**config.mk**
```make
export PLATFORM = sky130hd
export DESIGN_NAME = regfile_sb
export DESIGN_NICKNAME = d
export VERILOG_FILES = /design/src/rtl/regfile_sb.sv
export SDC_FILE = /design/constraint.sdc
export NUM_CORES = 2
export LEC_CHECK = 0
export CORE_MARGIN = 3
export CORE_UTILIZATION = 25
export CTS_CLUSTER_DIAMETER = 80
export DETAILED_ROUTE_END_ITERATION = 10
export SETUP_SLACK_MARGIN = 0.5
export SYNTH_ARGS = -nofsm -noshare
export SYNTH_HDL_FRONTEND = slang
export SYNTH_SLANG_ARGS = --single-unit
```
**constraint.sdc**
```tcl
create_clock -name clk -period 11.1 [get_ports clk]
set_clock_uncertainty 0.2 [all_clocks]
set_input_delay 1.665 -clock clk [delete_from_list [all_inputs] [get_ports clk]]
set_output_delay 1.665 -clock clk [all_outputs]
set_load 0.02 [all_outputs]
```
**src/rtl/regfile_sb.sv**
```systemverilog
// regfile_sb: register file with a pending (scoreboard) bit per register and a registered pending count.
// Optional write-to-read forwarding is enabled by defining REGFILE_SB_BYPASS_EN.
module regfile_sb #(
  parameter int DATA_WIDTH = 32,
  parameter int ADDR_WIDTH = 5,
  parameter int NUM_READ   = 2
) (
  input  logic                           clk,
  input  logic                           reset,
  input  logic [NUM_READ*ADDR_WIDTH-1:0] readAddr,
  output logic [NUM_READ*DATA_WIDTH-1:0] dout,
  output logic [NUM_READ-1:0]            readBusy,
  input  logic                           write,
  input  logic [ADDR_WIDTH-1:0]          writeAddr,
  input  logic [DATA_WIDTH-1:0]          din,
  input  logic                           issue,
  input  logic [ADDR_WIDTH-1:0]          issueAddr,
  output logic [ADDR_WIDTH:0]            pendCount
);

  localparam int DEPTH = 1 << ADDR_WIDTH;
  localparam logic [ADDR_WIDTH-1:0] ZERO_ADDR = {ADDR_WIDTH{1'b0}};
  localparam logic [DATA_WIDTH-1:0] ZERO_DATA = {DATA_WIDTH{1'b0}};
  localparam logic [DEPTH-1:0]      ONE_HOT0  = {{(DEPTH-1){1'b0}}, 1'b1};

  logic [DATA_WIDTH-1:0] mem_r [DEPTH];
  logic [DEPTH-1:0]      pend_r;
  logic [DEPTH-1:0]      pend_nxt_s;
  logic [DEPTH-1:0]      wr_dec_s;
  logic [DEPTH-1:0]      iss_dec_s;
  logic [ADDR_WIDTH:0]   pend_cnt_r;
  logic                  wr_en_s;
  logic                  iss_en_s;
  logic [ADDR_WIDTH-1:0] raddr_s [NUM_READ];

  function automatic logic [ADDR_WIDTH:0] popcount(input logic [DEPTH-1:0] v);
    logic [ADDR_WIDTH:0] c;
    c = {(ADDR_WIDTH+1){1'b0}};
    for (int k = 0; k < DEPTH; k++) begin
      c = c + {{ADDR_WIDTH{1'b0}}, v[k]};
    end
    return c;
  endfunction

  assign wr_en_s   = write && (writeAddr != ZERO_ADDR);
  assign iss_en_s  = issue && (issueAddr != ZERO_ADDR);
  assign wr_dec_s  = {{(DEPTH-1){1'b0}}, wr_en_s} << writeAddr;
  assign iss_dec_s = {{(DEPTH-1){1'b0}}, iss_en_s} << issueAddr;
  // Issue is applied after the writeback clear so a new producer on the same index wins.
  assign pend_nxt_s = ((pend_r & ~wr_dec_s) | iss_dec_s) & ~ONE_HOT0;
  assign pendCount  = pend_cnt_r;

  // State update: register storage, pending bits and their population count
  always_ff @(posedge clk) begin
    if (reset) begin
      for (int k = 0; k < DEPTH; k++) begin
        mem_r[k] <= ZERO_DATA;
      end
      pend_r     <= {DEPTH{1'b0}};
      pend_cnt_r <= {(ADDR_WIDTH+1){1'b0}};
    end else begin
      if (wr_en_s) begin
        mem_r[writeAddr] <= din;
      end
      pend_r     <= pend_nxt_s;
      pend_cnt_r <= popcount(pend_nxt_s);
    end
  end

  // Combinational read ports with register 0 hardwired to zero
  always_comb begin
    dout     = {(NUM_READ*DATA_WIDTH){1'b0}};
    readBusy = {NUM_READ{1'b0}};
    for (int i = 0; i < NUM_READ; i++) begin
      raddr_s[i] = readAddr[i*ADDR_WIDTH +: ADDR_WIDTH];
      if (reset || (raddr_s[i] == ZERO_ADDR)) begin
        dout[i*DATA_WIDTH +: DATA_WIDTH] = ZERO_DATA;
        readBusy[i]                      = 1'b0;
      end
`ifdef REGFILE_SB_BYPASS_EN
      else if (wr_en_s && (raddr_s[i] == writeAddr)) begin
        dout[i*DATA_WIDTH +: DATA_WIDTH] = din;
        readBusy[i]                      = iss_en_s && (issueAddr == writeAddr);
      end
`endif
      else begin
        dout[i*DATA_WIDTH +: DATA_WIDTH] = mem_r[raddr_s[i]];
        readBusy[i]                      = pend_r[raddr_s[i]];
      end
    end
  end

endmodule

```
==> results.sh <==
export IMPL_synth_area_per_cell_um2=14.2
export IMPL_row_count=174
export IMPL_clkSlewWorstSetupHoldPaths_ns=0.06
export IMPL_path_cells="clkdlybuf4s50_1 -> nor2_1 -> nand2_1 -> o21ai_0 -> nand2_1 -> fa_1 -> inv_1 -> fa_1 -> fa_1 -> inv_1 -> fa_1 -> fa_1 -> fa_1 -> fa_1 -> fa_1 -> a21o_1 -> a21oi_1 -> xor2_1 -> nor2_1"
export IMPL_drt_total_wl_um=227000
export IMPL_gp_congestion=0.870
export IMPL_synth_edf_count=1024
export IMPL_p_leak_nw=22.3
export IMPL_min_path_type="register to register"
export IMPL_fin_tns_setup_ns=0
export IMPL_wl_per_cell_um=32.1
export IMPL_fmax_mhz=124
export IMPL_grt_overflow_total=0
export IMPL_cts_tree="done"
export IMPL_synth_compound_area_share_pct=4.84
export IMPL_grt_pass1_vias=37853
export IMPL_synthTopCellsByArea="edfxtp_1 54%, mux4_2 14%, and2_1 11%"
export IMPL_slew_viol_final=0
export IMPL_outcome="finished clean"
export IMPL_synth_top_family_by_area="multiplexers"
export IMPL_yosys_area_top_type="edfxtp_1"
export IMPL_startpoint_type="input pin"
export IMPL_synth_seq_cells=1061
export IMPL_power_density_nw_per_um2=146
export IMPL_synth_cell_types=60
export IMPL_die_width_um=483
export IMPL_fin_crit_sh_pct=72.4
export IMPL_yosys_area_share_simple_pct=15.0
export IMPL_yosysWarnings=0
export IMPL_yosysSeqAreaShare_pct=55.3
export IMPL_grt_pass1_wl_um=309000
export IMPL_synthMuxAreaShare_pct=20.4
export IMPL_worstPathMaxFanout=13
export IMPL_dp_hpwl_um=122000
export IMPL_die_h_um=483
export IMPL_synthAdderAreaFrac_pct=0.962
export IMPL_core_area_um2=226000
export IMPL_ant_nets=0
export IMPL_drc=0
export IMPL_io_pins=128
export IMPL_max_slew_worst_pin_slew_ns=1.33
export IMPL_cpMaxStageDelayCell="clkdlybuf4s50_1"
export IMPL_worstPathArrival_ns=8.43
export IMPL_rsz0062_at_grt="false"
export IMPL_path_class="input pin to register"
export IMPL_synth_xor_area_share_pct=0.0461
export IMPL_nets=4061
export IMPL_grt_max_degree=85
export IMPL_netlist_instances=4012
export IMPL_area_delta_synth_final_pct=14.2
export IMPL_postCtsHoldBufs=0
export IMPL_start_util_pct=25.2
export IMPL_setup_viol=0
export IMPL_h_tree_depth=3
export IMPL_synthArstFlopShare_pct=0
export IMPL_cts_buffers=112
export IMPL_peakVddDrop_uv=136
export IMPL_grt_util_all_layers_pct=18.8
export IMPL_root_buffer="clkbuf_16"
export IMPL_cts_resized=0
export IMPL_cap_viol_max_count=0
export IMPL_die_area_um2=234000
export IMPL_slew_limit_headroom_pct=11.1
export IMPL_clock_sinks=1061
export IMPL_cp_required_ns=11.49
export IMPL_cts_buffer_depth=3
export IMPL_port_buffer_count=127
export IMPL_drt_iter0_markers=7242
export IMPL_avgViaCountPerCell=5.46
export IMPL_antenna_found_initial=49
export IMPL_cp_end_kind="register"
export IMPL_ys_dominant_reg_cell="edfxtp_1"
export IMPL_cts_setup_buffers=0
export IMPL_critPathMaxStageDelay_ns=0.65
export IMPL_insertion_delay_ns=0.74
export IMPL_synth_top_area_share_pct=54.0
export IMPL_finalHoldViolations=0
export IMPL_postLayoutCoreUtil_pct=28.8
export IMPL_cp_common_cell="fa_1"
export IMPL_fin_crit_ns=8.03
export IMPL_drive_gt1_share_pct=17.7
export IMPL_vias=38638
export IMPL_dr_pass1_iters=8
export IMPL_syn_cell_area_um2=57000
==> cell usage in the layout, fill, tap and decap left out, types with 7 or more instances in the layout <==
cell and instances:
clkdlybuf4s50_1 120, inv_1 25, clkinv_1 27, and2_1 1009
o21ai_0 9, nor2b_1 11, buf_4 105, nand4_1 69
conb_1 32, nor2_4 34, edfxtp_1 1024, mux2i_1 274
dfxtp_1 37, mux4_1 24, a22o_1 14, clkbuf_16 115
nand3_1 82, nand2_1 49, ha_1 7, mux4_2 364
nor2_1 19, nand2_2 16, o21ai_4 15, a21oi_1 83
and3_1 65, diode_2 21, clkinv_2 18, clkbuf_1 36
fa_1 23, a22oi_1 258
==> routing by layer <==
layer  part of all wire [%]  track usage (%)
met5                  0.027                0
met4                    4.0             7.10
met3                     14             5.75
met2                     44             28.4
met1                     38             25.2
==> worst paths after layout <==
check        cells after the start                 start  slack [ns]                 endpoint
min reg2reg                      2  pend_r[1]$_SDFF_PP0_        0.36     pend_r[1]$_SDFF_PP0_
max                             19          writeAddr[4]        3.07  pendCount[4]$_SDFF_PP0_
max reg2reg                     17  pend_r[6]$_SDFF_PP0_        5.51  pendCount[4]$_SDFF_PP0_
min                              2  pend_r[1]$_SDFF_PP0_        0.36     pend_r[1]$_SDFF_PP0_
==> final cells by class <==
cell class / count / area [µm²]
fillers: 22416 / 161000
well taps: 2992 / 3740
flip-flops and latches: 1061 / 31500
diodes: 21 / 52.6
multi-input cells: 2539 / 24200
clock buffers: 151 / 3010
repair buffers: 235 / 2160
inverters: 26 / 97.6
clock inverters: 55 / 350
==> cell usage after synthesis (17+ instances only) <==
library cell	n
a21oi_1	83
a22oi_1	258
and2_1	1013
and3_1	67
buf_2	88
buf_4	20
buf_6	18
clkbuf_1	275
dfxtp_1	37
edfxtp_1	1024
fa_1	23
inv_1	26
mux2i_1	274
mux4_1	24
mux4_2	364
nand2_1	65
nand3_1	82
nand4_1	69
nor2_1	54
nor2b_1	17
o21ai_0	24
==> kinds of logic (layout without fill, tap and decap cells) <==
family	Yosys count	after routing
other	1	53
adder cells (fa/ha/maj)	30	30
AND/OR/NAND/NOR	1411	1411
AO/OA/AOI/OAI	399	399
buffers and inverters	443	467
multiplexers	664	664
XOR/XNOR	3	3
flip-flops	1061	1061
==> registers in the layout, indices dropped and copies added (netlist names) <==
name       cells
mem_r       1024
pendCount      6
pend_r        31
==> per-stage QoR <==
stage          total power, mW  cells  setup WS, ns  hold slack, ns  instance area [µm²]
6_report                  9.51   7080          3.07           0.363                65100
5_1_grt                   9.74   7062          2.82           0.402                65000
4_1_cts                   9.50   7058          3.15           0.357                65000
3_5_place_dp              5.96   6852          2.37           0.346                61600
3_3_place_gp              5.94   6852          2.41           0.354                61600
2_1_floorplan             5.46   4043          3.76           0.294                57100
==> report_power, final <==
group          internal (mW)  switching, mW
logic                  0.446          0.729
clock network           1.96           1.65
registers               4.61          0.111
total                   7.02           2.49
==> critical path, delay by kind of cell <==
| kind | cells | cell delay (ns) |
|---|---|---|
| AO/OA/AOI/OAI | 3 | 0.76 |
| XOR/XNOR | 1 | 0.17 |
| adder cells (fa/ha/maj) | 8 | 3.90 |
| buffers and inverters | 3 | 0.76 |
| AND/OR/NAND/NOR | 4 | 1.17 |
(Power assumes the default switching activity.)
